<file path="config.mk">
export PLATFORM = sky130hd
export DESIGN_NAME = id_stage
export DESIGN_NICKNAME = d
export VERILOG_FILES = /design/src/rtl/cpu_pkg.sv /design/src/rtl/id_scoreboard.sv /design/src/rtl/id_stage.sv
export SDC_FILE = /design/constraint.sdc
export NUM_CORES = 1
export LEC_CHECK = 0
export ABC_AREA = 1
export BUFFER_PORTS_ARGS = -buffer_cell sky130_fd_sc_hd__buf_4
export CORE_ASPECT_RATIO = 1.75
export CORE_MARGIN = 4
export CORE_UTILIZATION = 39
export CTS_BUF_LIST = sky130_fd_sc_hd__clkbuf_4 sky130_fd_sc_hd__clkbuf_8
export DETAILED_ROUTE_END_ITERATION = 7
export MAX_ROUTING_LAYER = met4
export PLACE_DENSITY = 0.68
export SLEW_MARGIN = 0
export SYNTH_ARGS = -nofsm -noshare
export SYNTH_HDL_FRONTEND = slang
export SYNTH_SLANG_ARGS = --single-unit
</file>
<file path="constraint.sdc">
create_clock -name clk -period 2.7 [get_ports clk]
set_input_delay 0.405 -clock clk [delete_from_list [all_inputs] [get_ports clk]]
set_output_delay 0.405 -clock clk [all_outputs]
set_load 0.01 [all_outputs]
</file>
<file path="src/rtl/cpu_pkg.sv">
// Shared cpu2 definitions: datapath sizes, opcode space and instruction field positions.
package cpu_pkg;
  localparam int CPU_XLEN = 32;
  localparam int CPU_NREG = 16;

  localparam int OP_MSB  = 31;
  localparam int OP_LSB  = 26;
  localparam int RD_LSB  = 21;
  localparam int RS1_LSB = 16;
  localparam int RS2_LSB = 11;
  localparam int IMM_W   = 16;

  typedef enum logic [5:0] {
    OP_ADD = 6'h00,
    OP_SUB = 6'h01,
    OP_AND = 6'h02,
    OP_OR  = 6'h03,
    OP_LD  = 6'h10,
    OP_ST  = 6'h11,
    OP_BEQ = 6'h20
  } opcode_e;
endpackage

</file>
<file path="src/rtl/id_scoreboard.sv">
// Pending-load scoreboard: one bit per register, set on load issue, cleared by load writeback.
module id_scoreboard
  import cpu_pkg::*;
#(
  parameter int NREG = CPU_NREG,
  localparam int RIW = $clog2(NREG)
) (
  input  logic           clk,
  input  logic           reset,
  input  logic           set_en,
  input  logic [RIW-1:0] set_idx,
  input  logic           clr_en,
  input  logic [RIW-1:0] clr_idx,
  input  logic [RIW-1:0] q0_idx,
  input  logic [RIW-1:0] q1_idx,
  input  logic [RIW-1:0] q2_idx,
  output logic           q0_pend,
  output logic           q1_pend,
  output logic           q2_pend
);
  logic [NREG-1:0] pend;
  logic [NREG-1:0] pend_eff;
  logic [NREG-1:0] set_vec;
  logic [NREG-1:0] clr_vec;

  always_comb begin
    set_vec = '0;
    clr_vec = '0;
    if (set_en) set_vec[set_idx] = 1'b1;
    if (clr_en) clr_vec[clr_idx] = 1'b1;
  end

  // A writeback landing this cycle already releases its register to readers.
  assign pend_eff = pend & ~clr_vec;
  assign q0_pend  = pend_eff[q0_idx];
  assign q1_pend  = pend_eff[q1_idx];
  assign q2_pend  = pend_eff[q2_idx];

  always_ff @(posedge clk or negedge reset) begin
    if (!reset) pend <= '0;
    else        pend <= pend_eff | set_vec;
  end
endmodule

</file>
<file path="src/rtl/id_stage.sv">
// cpu2 decode/operand-fetch stage: field split, RF read with writeback bypass,
// load-hazard stall and a valid/ready register toward execute.
module id_stage
  import cpu_pkg::*;
#(
  parameter int XLEN = CPU_XLEN,
  parameter int NREG = CPU_NREG
) (
  input  logic            clk,
  input  logic            reset,
  input  logic            if_valid,
  output logic            if_ready,
  input  logic [31:0]     if_instr,
  input  logic [XLEN-1:0] if_pc,
  output logic [4:0]      rf_ra1,
  output logic [4:0]      rf_ra2,
  input  logic [XLEN-1:0] rf_rd1,
  input  logic [XLEN-1:0] rf_rd2,
  input  logic            wb_we,
  input  logic [4:0]      wb_wa,
  input  logic [XLEN-1:0] wb_wd,
  input  logic            wb_ld,
  input  logic            flush,
  output logic            ex_valid,
  input  logic            ex_ready,
  output logic [5:0]      ex_op,
  output logic [4:0]      ex_rd,
  output logic [XLEN-1:0] ex_a,
  output logic [XLEN-1:0] ex_b,
  output logic [XLEN-1:0] ex_imm,
  output logic [XLEN-1:0] ex_pc,
  output logic            ex_is_load
);
  localparam int RIW = $clog2(NREG);

  function automatic logic [XLEN-1:0] sel_operand(
    input logic [RIW-1:0]  idx,
    input logic [XLEN-1:0] rd_data,
    input logic            byp_we,
    input logic [RIW-1:0]  byp_idx,
    input logic [XLEN-1:0] byp_data
  );
    if (idx == '0) return '0;
    if (byp_we && (byp_idx == idx)) return byp_data;
    return rd_data;
  endfunction

  function automatic logic [XLEN-1:0] sext_imm(input logic signed [IMM_W-1:0] imm);
    return {{(XLEN-IMM_W){imm[IMM_W-1]}}, imm};
  endfunction

  logic [5:0]              op;
  logic [RIW-1:0]          rd;
  logic [RIW-1:0]          rs1;
  logic [RIW-1:0]          rs2;
  logic signed [IMM_W-1:0] imm;
  logic                    is_load;
  logic                    pend_rs1, pend_rs2, pend_rd;
  logic                    hazard;
  logic                    accept;

  assign op      = if_instr[OP_MSB:OP_LSB];
  assign rd      = if_instr[RD_LSB +: RIW];
  assign rs1     = if_instr[RS1_LSB +: RIW];
  assign rs2     = if_instr[RS2_LSB +: RIW];
  assign imm     = if_instr[IMM_W-1:0];
  assign is_load = (op == OP_LD);

  assign rf_ra1 = 5'(rs1);
  assign rf_ra2 = 5'(rs2);

  id_scoreboard #(.NREG(NREG)) u_sb (
    .clk     (clk),
    .reset   (reset),
    .set_en  (accept && is_load && (rd != '0)),
    .set_idx (rd),
    .clr_en  (wb_we && wb_ld),
    .clr_idx (wb_wa[RIW-1:0]),
    .q0_idx  (rs1),
    .q1_idx  (rs2),
    .q2_idx  (rd),
    .q0_pend (pend_rs1),
    .q1_pend (pend_rs2),
    .q2_pend (pend_rd)
  );

  // The rd term keeps a younger writer from overtaking an in-flight load.
  assign hazard = if_valid && (((rs1 != '0) && pend_rs1) ||
                               ((rs2 != '0) && pend_rs2) ||
                               ((rd  != '0) && pend_rd));

  logic            vld_p0;
  logic [5:0]      op_p0;
  logic [4:0]      rd_p0;
  logic [XLEN-1:0] a_p0, b_p0, imm_p0, pc_p0;
  logic            ld_p0;

  assign if_ready = !hazard && !flush && (!vld_p0 || ex_ready);
  assign accept   = if_valid && if_ready;

  // ---- stage boundary: decode -> execute ----
  always_ff @(posedge clk or negedge reset) begin
    if (!reset) begin
      vld_p0 <= 1'b0;
      op_p0  <= '0;
      rd_p0  <= '0;
      a_p0   <= '0;
      b_p0   <= '0;
      imm_p0 <= '0;
      pc_p0  <= '0;
      ld_p0  <= 1'b0;
    end else begin
      if (flush)         vld_p0 <= 1'b0;
      else if (accept)   vld_p0 <= 1'b1;
      else if (ex_ready) vld_p0 <= 1'b0;
      if (accept) begin
        op_p0  <= op;
        rd_p0  <= 5'(rd);
        a_p0   <= sel_operand(rs1, rf_rd1, wb_we, wb_wa[RIW-1:0], wb_wd);
        b_p0   <= sel_operand(rs2, rf_rd2, wb_we, wb_wa[RIW-1:0], wb_wd);
        imm_p0 <= sext_imm(imm);
        pc_p0  <= if_pc;
        ld_p0  <= is_load;
      end
    end
  end

  assign ex_valid   = vld_p0;
  assign ex_op      = op_p0;
  assign ex_rd      = rd_p0;
  assign ex_a       = a_p0;
  assign ex_b       = b_p0;
  assign ex_imm     = imm_p0;
  assign ex_pc      = pc_p0;
  assign ex_is_load = ld_p0;
endmodule
</file>
==> impl_metrics.py, run 1 <==
metrics = {
    "worst_setup_path": {
        "path_max_fanout": 7,
        "worst-r2r-setup-slack_ns": 0.69,
        "path_cells": "buf_4 -> inv_1 -> nand2_1 -> nor2_1 -> nand2_1 -> nand2_1 -> nand2_1 -> o21ai_0 -> nand2_1 -> nand2_1 -> nor2_1 -> nand2_1 -> nand3_1 -> a21oi_1 -> buf_4",
        "path_class": "input port to output port",
        "endpoint_kind": "output port",
        "crit_top_cell": "nand2_1",
        "start_kind": "input port",
        "r2r_start": "u_sb.pend[15]",
        "reg2reg_to": "u_sb.pend[5]",
        "critPathBufInv": 3,
        "critPathLaunch": "wb_wa[1]",
        "worstSetupPathDepth": 15,
        "crit_arrival_ns": 2.05,
        "reg2reg_depth": 12,
        "required_ns": 2.30,
        "slowest_delay_ns": 0.25,
        "path_delay_family": "simple AND/OR/NAND/NOR gates",
        "crit_end": "if_ready",
        "cp_slowest_cell": "nor2_1",
    },
    "place": {
        "hpwl_um": 19610,
        "place_area_mm2": 0.009985,
        "gp_congestion": 0.9433,
        "io_buffer_count": 317,
        "place_inst": 1535,
    },
    "cells_and_area": {
        "nets": 1489,
        "fin_cells": 1568,
        "final_area_mm2": 0.01038,
        "num-fill-cells": 1808,
        "area_delta_synth_final_pct": 41.38,
        "drive_gt1_share_pct": 28.95,
        "antenna_cells": 0,
    },
    "clocking": {
        "numCtsBuffers": 17,
        "clock_sinks": 139,
        "clk_latency_ns": 0.44,
        "cts_buffer_depth": 2,
        "clk_pin_slew_ns": 0.08,
        "htree_levels": 4,
        "cts_setup_buffers": 0,
        "cts_tree": "yes",
        "cts-root-buf": "clkbuf_8",
    },
    "floorplanning": {
        "core_area_mm2": 0.01858,
        "row_count": 66,
        "die_h_um": 189.5,
        "start_util_pct": 39.53,
        "fp.dieW_um": 111.7,
        "dieArea_mm2": 0.02118,
        "pin_count": 324,
    },
    "yosys": {
        "synth_ff_type": "dfrtp_1",
        "async_reset_ff_share_pct": 100.0,
        "syn_inst": 1030,
        "synth_edf_count": 0,
        "syn_area_per_cell_um2": 7.131,
        "ys_ff_latch": 139,
        "syn_area_mm2": 0.007345,
        "yosysTopAreaCellShare_pct": 47.36,
        "synth_cell_types": 26,
        "synth.area.top_cells": "dfrtp_1 47%, nand2_1 23%, a211oi_1 6.5%, nor2_1 5.4%, inv_1 5.3%",
        "ys_seq_area_share_pct": 47.36,
        "synth_warnings": 0,
        "yosysTopAreaCell": "dfrtp_1",
    },
    "worst_hold_path": {
        "hold_class": "input port to flop",
        "holdPathStages": 2,
    },
    "sta": {
        "whs_ns": 0.1400,
        "fmax_ghz": 0.4078,
        "final_hold_viol_count": 0,
        "rsz0062_at_grt": "false",
        "drv_slew": 0,
        "skew_ns": 0.01156,
        "min_period_ns": 2.452,
        "worst_slew_pin_slew_ns": 0.6675,
        "tns_ns": 0,
        "finalCritPeriodShare_pct": 90.83,
        "slew_headroom_pct": 55.50,
        "setup_violations": 0,
    },
    "grt": {
        "grt_usage_pct": 24.71,
        "grt_pass1_wl_um": 39950,
        "grt_pass1_vias": 7512,
        "grt_overflow": 0,
        "grt_max_degree": 65,
        "grt_antenna_before_repair": 0,
    },
    "routing": {
        "drt_iter0_markers": 427,
        "drc": 0,
        "vias": 7535,
        "firstDrtPassIters": 6,
        "viasPerCell": 4.805,
        "wl_um": 25550,
        "wl_per_cell_um": 16.29,
        "antenna_left": 0,
    },
    "power": {
        "finalPower_mw": 7.491,
        "p_leak_nw": 5.914,
        "power.density_mw_per_mm2": 721.5,
        "max-vdd-ir-drop_mv": 0.3847,
    },
    "outcome": {
        "status": "finished, final reports clean",
    },
    "job": {
        "cap_violations": 0,
    },
}
power by group:
group / switching, mW / internal [mW]
combinational: 1.36 / 1.36
sequential: 0.377 / 2.70
clock: 0.860 / 0.832
total: 2.60 / 4.90
worst min path at each step:
| stage | startpoint | end |
|---|---|---|
| floorplan | reset | ex_a[0] |
| global placement | reset | ex_imm[0] |
| detailed placement | reset | ex_imm[0] |
| CTS | flush | ex_valid |
| global route | flush | ex_valid |
| finish | flush | ex_valid |
stage by stage:
stage          worst slack [ns]  util, %
5_1_grt                0.002166    55.89
2_1_floorplan            0.4645        -
3_3_place_gp            0.03249    53.74
3_5_place_dp            0.04405    53.74
4_1_cts                  0.2443    55.89
6_report                 0.2476    55.89
flip-flops by register name, indices dropped and copies added, names as in the netlist:
signal,cells
u_sb.pend,15
ex_pc,32
ex_op,6
ex_rd,4
ex_is_load,1
ex_b,32
ex_valid,1
ex_a,32
ex_imm,16
logic make-up after synthesis:
| family | Yosys count | share of synthesized area [%] |
|---|---|---|
| flops | 139 | 47.36 |
| compound gates | 101 | 9.438 |
| simple gates | 606 | 32.04 |
| buf+inv | 183 | 11.11 |
| other cells | 1 | 0.05106 |
cells in the mapped netlist (2+ instances only):
master	n
inv_2	6
buf_4	29
nor2_2	3
nand3_1	25
inv_1	103
nand4_1	10
a21boi_0	2
nor2_1	106
a21oi_1	5
o2111ai_1	2
a211oi_1	64
o21ai_1	2
o21ai_0	20
nor3_1	2
o22ai_1	2
nand2_1	457
clkbuf_1	29
dfrtp_1	139
a221oi_1	2
buf_2	16
worst reg2reg max path, cell delays in order (launching register included):
cell      delay (ns)
dfrtp_1         0.37
a21boi_1        0.17
o21ai_0         0.19
nand2_1         0.07
nand2_1         0.06
nor2_1          0.04
nand2_1         0.07
nand3_1         0.15
nor3_4          0.23
buf_12          0.16
buf_12          0.21
nand4_1         0.17
nand2_1         0.08
repair_timing:
| action | in CTS | in global routing |
|---|---|---|
| gates resized for setup | 0 | 0 |
| hold buffers | 1 | 0 |
| endpoints found under the hold margin | 62 | 0 |
layout make-up:
| class | count | area (um2) | share of cell area (%) |
|---|---|---|---|
| Sequential cell | 139 | 3478 | 33.50 |
| Multi-Input combinational cell | 710 | 3110 | 29.96 |
| Inverter | 109 | 411.6 | 3.964 |
| Tap cell | 238 | 297.8 | 2.868 |
| Clock buffer | 18 | 241.5 | 2.326 |
| Clock inverter | 14 | 147.6 | 1.422 |
| Timing Repair Buffer | 340 | 2696 | 25.97 |
routing by layer:
metal	vias to the layer above	share of wire [%]	track usage [%]
met5	-	0	-
met4	0	3.2	9.789
met3	55	5.4	4.583
met2	287	55	44.69
met1	3446	36	26.49
li1	3747	-	-
cell usage in the layout (no fill, tap or decap), drive strengths merged, types with 3 or more instances in the layout:
master / n
o21ai: 22
buf: 339
clkinvlp: 5
dfrtp: 139
nor3: 3
nand3: 25
clkinv: 5
inv: 111
a211oi: 64
nand4: 10
a21boi: 3
a21oi: 5
nand2: 457
clkbuf: 18
nor2: 109
conb: 3
(Power assumes the default switching activity.)
==> inputs of run 2 (changes only) <==
CAP_MARGIN = 10   (was not set)
SYNTH_HIERARCHICAL = 1   (was not set)
==> impl_metrics.py, run 2 <==
metrics = {
    "outcome": {
        "status": "finished, final reports clean",
    },
    "cells_and_area": {
        "nets": 1511,
        "fin_util_pct": 56.84,
        "area_delta_synth_final_pct": 42.25,
        "most-common-layout-cells": "521 x nand2_1, 347 x buf_4, 140 x dfrtp_1",
        "final_area_mm2": 0.01061,
        "num-fill-cells": 1815,
        "drive_gt1_share_pct": 30.25,
        "fin_cells": 1591,
        "layout_commonest_cell": "nand2_1",
    },
    "yosys": {
        "async_reset_ff_share_pct": 100.0,
        "yosysTopAreaCell": "dfrtp_1",
        "synth_warnings": 6,
        "yosysTopAreaCellShare_pct": 46.98,
        "synth_cell_types": 18,
        "syn_inst": 1046,
        "synth_edf_count": 0,
        "synth.area.top_cells": "dfrtp_1 47%, nand2_1 26%, nand3_1 8.6%, nand4_1 5.5%, buf_4 3.5%",
        "ys_seq_area_share_pct": 46.98,
        "synth.most_common_cell": "nand2_1",
        "ys_ff_latch": 140,
        "netlist_top_cells_count": "522 x nand2_1, 140 x dfrtp_1, 128 x nand3_1, 65 x nand4_1, 43 x inv_1",
        "syn_area_per_cell_um2": 7.129,
        "syn_area_mm2": 0.007457,
        "synth_ff_type": "dfrtp_1",
    },
    "routing": {
        "vias": 8079,
        "drc": 0,
        "wl_um": 28460,
        "firstDrtPassIters": 7,
        "dr_wl_met2_um": 14610,
        "antenna_left": 0,
        "drt_iter0_markers": 633,
        "highest_layer": "met4",
        "wl_met1_um": 10540,
        "viasPerCell": 5.078,
        "wl_per_cell_um": 17.88,
        "dr_wl_met3_um": 2039,
    },
    "sta": {
        "final_hold_viol_count": 0,
        "fmax_ghz": 0.3954,
        "drv_slew": 0,
        "rsz0062_at_grt": "false",
        "setup_ws_ns": 0.1710,
        "setup_violations": 0,
        "min_period_ns": 2.529,
        "tns_ns": 0,
        "skew_ns": 0.02293,
        "whs_ns": 0.1379,
        "finalCritPeriodShare_pct": 93.67,
        "worst_slew_pin_slew_ns": 0.5744,
        "slew_headroom_pct": 61.41,
    },
    "grt": {
        "grt_usage_pct": 26.62,
        "grt_pass1_vias": 7989,
        "grt_overflow": 0,
        "grt_antenna_before_repair": 1,
        "grt_pass1_wl_um": 43350,
        "grt_max_degree": 84,
    },
    "worst_setup_path": {
        "reg2reg_depth": 15,
        "worst-r2r-setup-slack_ns": 0.41,
        "endpoint_kind": "output port",
        "path_cells": "buf_4 -> nor2_1 -> nand3_1 -> nand2_1 -> nand2_1 -> nand3_1 -> nand3_1 -> nand3_1 -> nand2_1 -> nand2_1 -> buf_4 -> nand3_2 -> a21oi_2 -> buf_4",
        "slowest_delay_ns": 0.28,
        "path_class": "input port to output port",
        "cp_slowest_cell": "nor2_1",
        "path_max_fanout": 6,
        "start_kind": "input port",
        "crit_arrival_ns": 2.12,
        "r2r_start": "u_sb/pend[7]",
        "reg2reg_to": "u_sb/pend[14]",
        "required_ns": 2.30,
    },
    "floorplanning": {
        "start_util_pct": 39.96,
        "fp.dieW_um": 112.5,
        "dieArea_mm2": 0.02148,
        "row_count": 66,
        "core_area_mm2": 0.01866,
        "pin_count": 324,
        "die_h_um": 190.9,
    },
    "clocking": {
        "htree_levels": 4,
        "cts_buffer_depth": 2,
        "clk_latency_ns": 0.46,
        "clk_pin_slew_ns": 0.08,
        "cts-root-buf": "clkbuf_8",
        "clock_sinks": 140,
        "numCtsBuffers": 17,
        "cts_tree": "yes",
    },
    "place": {
        "io_buffer_count": 317,
        "gp_congestion": 0.9788,
        "place_area_mm2": 0.01012,
        "pre_cts_ws_ns": -0.1835,
        "place_inst": 1557,
        "hpwl_um": 20600,
    },
    "worst_hold_path": {
        "holdPathStages": 3,
        "hp-start": "if_pc[10]",
        "holdPathEnd": "ex_pc[10]",
        "hold_class": "input port to flop",
    },
    "power": {
        "p_leak_nw": 6.045,
        "max-vdd-ir-drop_mv": 0.4121,
        "finalPower_mw": 7.483,
        "power.density_mw_per_mm2": 705.4,
    },
    "job": {
        "cap_violations": 0,
    },
}
==> run 2: cell count changes after synthesis, moves of 7 or more <==
cell	change
a211oi_1	-64
clkbuf_1	+8
inv_1	-60
nand2_1	+65
nand3_1	+103
nand4_1	+55
nor2_1	-87
o21ai_0	+7
==> run 2: cell families after synthesis <==
logic type	synth area share (%)
other	0.05029
AND/OR/NAND/NOR	42.38
buffers and inverters	8.641
flip-flops	46.98
AO/OA/AOI/OAI	1.946
==> run 2: worst max path at each step <==
stage	startpoint	to	slack [ns]	cells past startpoint
after detailed placement	wb_we	u_sb/pend[14]	-0.18	20
after global routing	wb_we	if_ready	0.06	17
after CTS	wb_we	if_ready	0.07	17
final	wb_wa[1]	if_ready	0.17	14
after floorplan	wb_ld	u_sb/pend[12]	0.33	19
after global placement	wb_we	u_sb/pend[15]	-0.13	20
==> run 2: report_power, final <==
part	internal, mW	total [mW]	switching [mW]
sequential	2.63	2.96	0.328
clock	1.08	1.96	0.882
combinational	1.25	2.57	1.32
==> run 2: layout make-up <==
class	count	area, um2	area share (%)
Tap cell	238	297.8	2.807
Antenna cell	1	2.502	0.02359
Multi-Input combinational cell	778	3363	31.71
Inverter	43	161.4	1.522
Clock inverter	12	183.9	1.734
Sequential cell	140	3503	33.03
Clock buffer	20	269.0	2.536
Timing Repair Buffer	359	2826	26.65
==> run 2: critical path, delay by kind of cell <==
family,cells,cell delay [ns]
simple gates,10,1.18
buf+inv,3,0.40
compound gates,1,0.14
==> run 2: timing repair <==
action                                 in CTS  in global routing
hold buffers                                1                  0
setup endpoints to repair                   0                  1
resized for setup                           0                  6
endpoints found under the hold margin      49                  0
setup buffers                               0                  0
==> run 2: layer usage <==
metal / track usage (%) / up-vias
li1: - / 3908
met1: 30.56 / 3715
met2: 44.63 / 393
met3: 4.625 / 63
met4: 13.51 / 0
met5: - / -
==> inputs of run 3 (changes only) <==
CAP_MARGIN = 20   (was 10)
CELL_PAD_IN_SITES_DETAIL_PLACEMENT = 1   (was not set)
CELL_PAD_IN_SITES_GLOBAL_PLACEMENT = 1   (was not set)
CORE_UTILIZATION = 36   (was 39)
PLACE_DENSITY = not set   (was 0.68)
PLACE_DENSITY_LB_ADDON = 0.1   (was not set)
==> impl_metrics.py, run 3 (synthesis gave the netlist of run 2 again) <==
metrics = {
    "outcome": {
        "status": "finished, final reports clean",
    },
    "worst_setup_path": {
        "crit_arrival_ns": 2.13,
        "endpoint_kind": "output port",
        "reg2reg_depth": 16,
        "path_class": "input port to output port",
        "start_kind": "input port",
        "required_ns": 2.30,
        "path_max_fanout": 4,
    },
    "grt": {
        "grt_max_degree": 75,
        "grt.busiest_layer": "met2",
        "grt_antenna_before_repair": 2,
        "grtUsageMet3_pct": 5.784,
        "grt_pass1_vias": 8635,
        "grt_use_met2_pct": 47.03,
        "grtUsageMet1_pct": 28.27,
        "grt_pass1_wl_um": 46410,
        "grt_usage_pct": 26.83,
        "grt_overflow": 0,
    },
    "floorplanning": {
        "core_area_mm2": 0.02037,
        "fp.dieW_um": 116.8,
        "start_util_pct": 36.60,
        "die_h_um": 198.4,
        "dieArea_mm2": 0.02317,
        "pin_count": 324,
        "row_count": 69,
    },
    "worst_hold_path": {
        "holdPathStages": 3,
        "hold_class": "input port to flop",
    },
    "clocking": {
        "numCtsBuffers": 17,
        "cts-root-buf": "clkbuf_8",
        "cts_tree": "yes",
        "clock_sinks": 140,
        "cts_buffer_depth": 2,
        "clk_latency_ns": 0.47,
        "htree_levels": 4,
        "clk_pin_slew_ns": 0.08,
    },
    "sta": {
        "setup_violations": 0,
        "fmax_ghz": 0.3946,
        "finalCritPeriodShare_pct": 93.87,
        "drv_slew": 0,
        "skew_ns": 0.01816,
        "tns_ns": 0,
        "slew_headroom_pct": 66.12,
        "worst_slew_pin_slew_ns": 0.5081,
        "min_period_ns": 2.535,
        "final_hold_viol_count": 0,
    },
    "routing": {
        "viasPerCell": 5.177,
        "wl_per_cell_um": 19.09,
        "vias": 8273,
        "drt_iter0_markers": 333,
        "wl_um": 30510,
        "firstDrtPassIters": 4,
        "drc": 0,
        "antenna_left": 0,
    },
    "cells_and_area": {
        "layout_commonest_cell": "nand2_1",
        "nets": 1508,
        "fin_util_pct": 51.61,
        "drive_gt1_share_pct": 30.27,
        "area_delta_synth_final_pct": 41.01,
        "most-common-layout-cells": "520 x nand2_1, 345 x buf_4, 140 x dfrtp_1",
        "final_area_mm2": 0.01052,
    },
    "place": {
        "gp_congestion": 0.8843,
        "io_buffer_count": 317,
        "hpwl_um": 22390,
        "place_area_mm2": 0.01009,
    },
    "power": {
        "p_leak_nw": 5.983,
        "power.density_mw_per_mm2": 685.7,
        "max-vdd-ir-drop_mv": 0.2881,
        "finalPower_mw": 7.210,
    },
    "job": {
        "cap_violations": 0,
    },
}
==> run 3: cell types whose count changed in the layout (fill, tap and decap cells not counted), sizes merged <==
cell,before,now
buf,358,355
bufinv,4,1
clkinv,3,6
clkbuf,20,19
clkinvlp,2,3
diode,1,2
inv,46,45
==> run 3: worst max-delay path, stage by stage <==
cell and delay (ns):
buf_4 0.08, nand2_1 0.05, inv_2 0.10, buf_4 0.12, nand3_1 0.07, o21ai_1 0.12, buf_4 0.15, nand2_1 0.06
nand3_1 0.10, nand3_1 0.08, nand3_1 0.09, nand2_1 0.07, nand2_1 0.10, buf_4 0.11, nand3_2 0.10, a21oi_1 0.16
buf_4 0.16
==> run 3: where the power goes <==
part | switching [mW] | internal (mW) | total (mW)
Combinational | 1.35 | 1.25 | 2.59
Clock | 0.882 | 0.778 | 1.66
Sequential | 0.328 | 2.63 | 2.96
==> run 3: cell type report <==
type | count | area [um2]
antenna | 2 | 5.005
clock inverter | 12 | 115.1
tap | 248 | 310.3
fill | 2671 | 9859
sequential | 140 | 3503
clock buffer | 19 | 261.5
timing repair buffer | 356 | 2791
multi-input combinational | 778 | 3367
inverter | 43 | 161.4
==> run 3: worst paths after layout <==
kind	slack [ns]	endpoint	start
worst min-delay path	0.13	ex_pc[28]	if_pc[28]
worst max register to register	0.37	u_sb/pend[7]	u_sb/pend[7]
min in group asynchronous	0.42	u_sb/pend[12]	reset
max in group asynchronous	1.40	ex_imm[1]	reset
worst min register to register	0.48	ex_b[31]	ex_b[31]
worst max-delay path	0.17	if_ready	wb_we
==> run 3: stage by stage <==
| stage | hold slack (ns) | instances | setup slack [ns] |
|---|---|---|---|
| 2_1_floorplan | 0.1094 | 1048 | 0.3291 |
| 3_3_place_gp | 0.3518 | 1563 | -0.1572 |
| 3_5_place_dp | 0.3572 | 1563 | -0.2325 |
| 4_1_cts | 0.08509 | 1595 | 0.006253 |
| 5_1_grt | 0.1008 | 1598 | -0.001946 |
| 6_report | 0.1320 | 1598 | 0.1655 |
==> run 3: repair_timing <==
| item | in CTS | in global routing |
|---|---|---|
| setup buffers | 0 | 1 |
| gates resized for setup | 0 | 9 |
| setup endpoints to repair | 0 | 10 |
| hold endpoints to repair | 37 | 0 |
| hold buffers | 1 | 0 |
==> run 3: per-layer routing <==
metal	wire, um	vias to the layer above
met5	0	-
met4	1367	0
met3	1804	66
met2	16350	284
met1	10980	4021
li1	-	3902
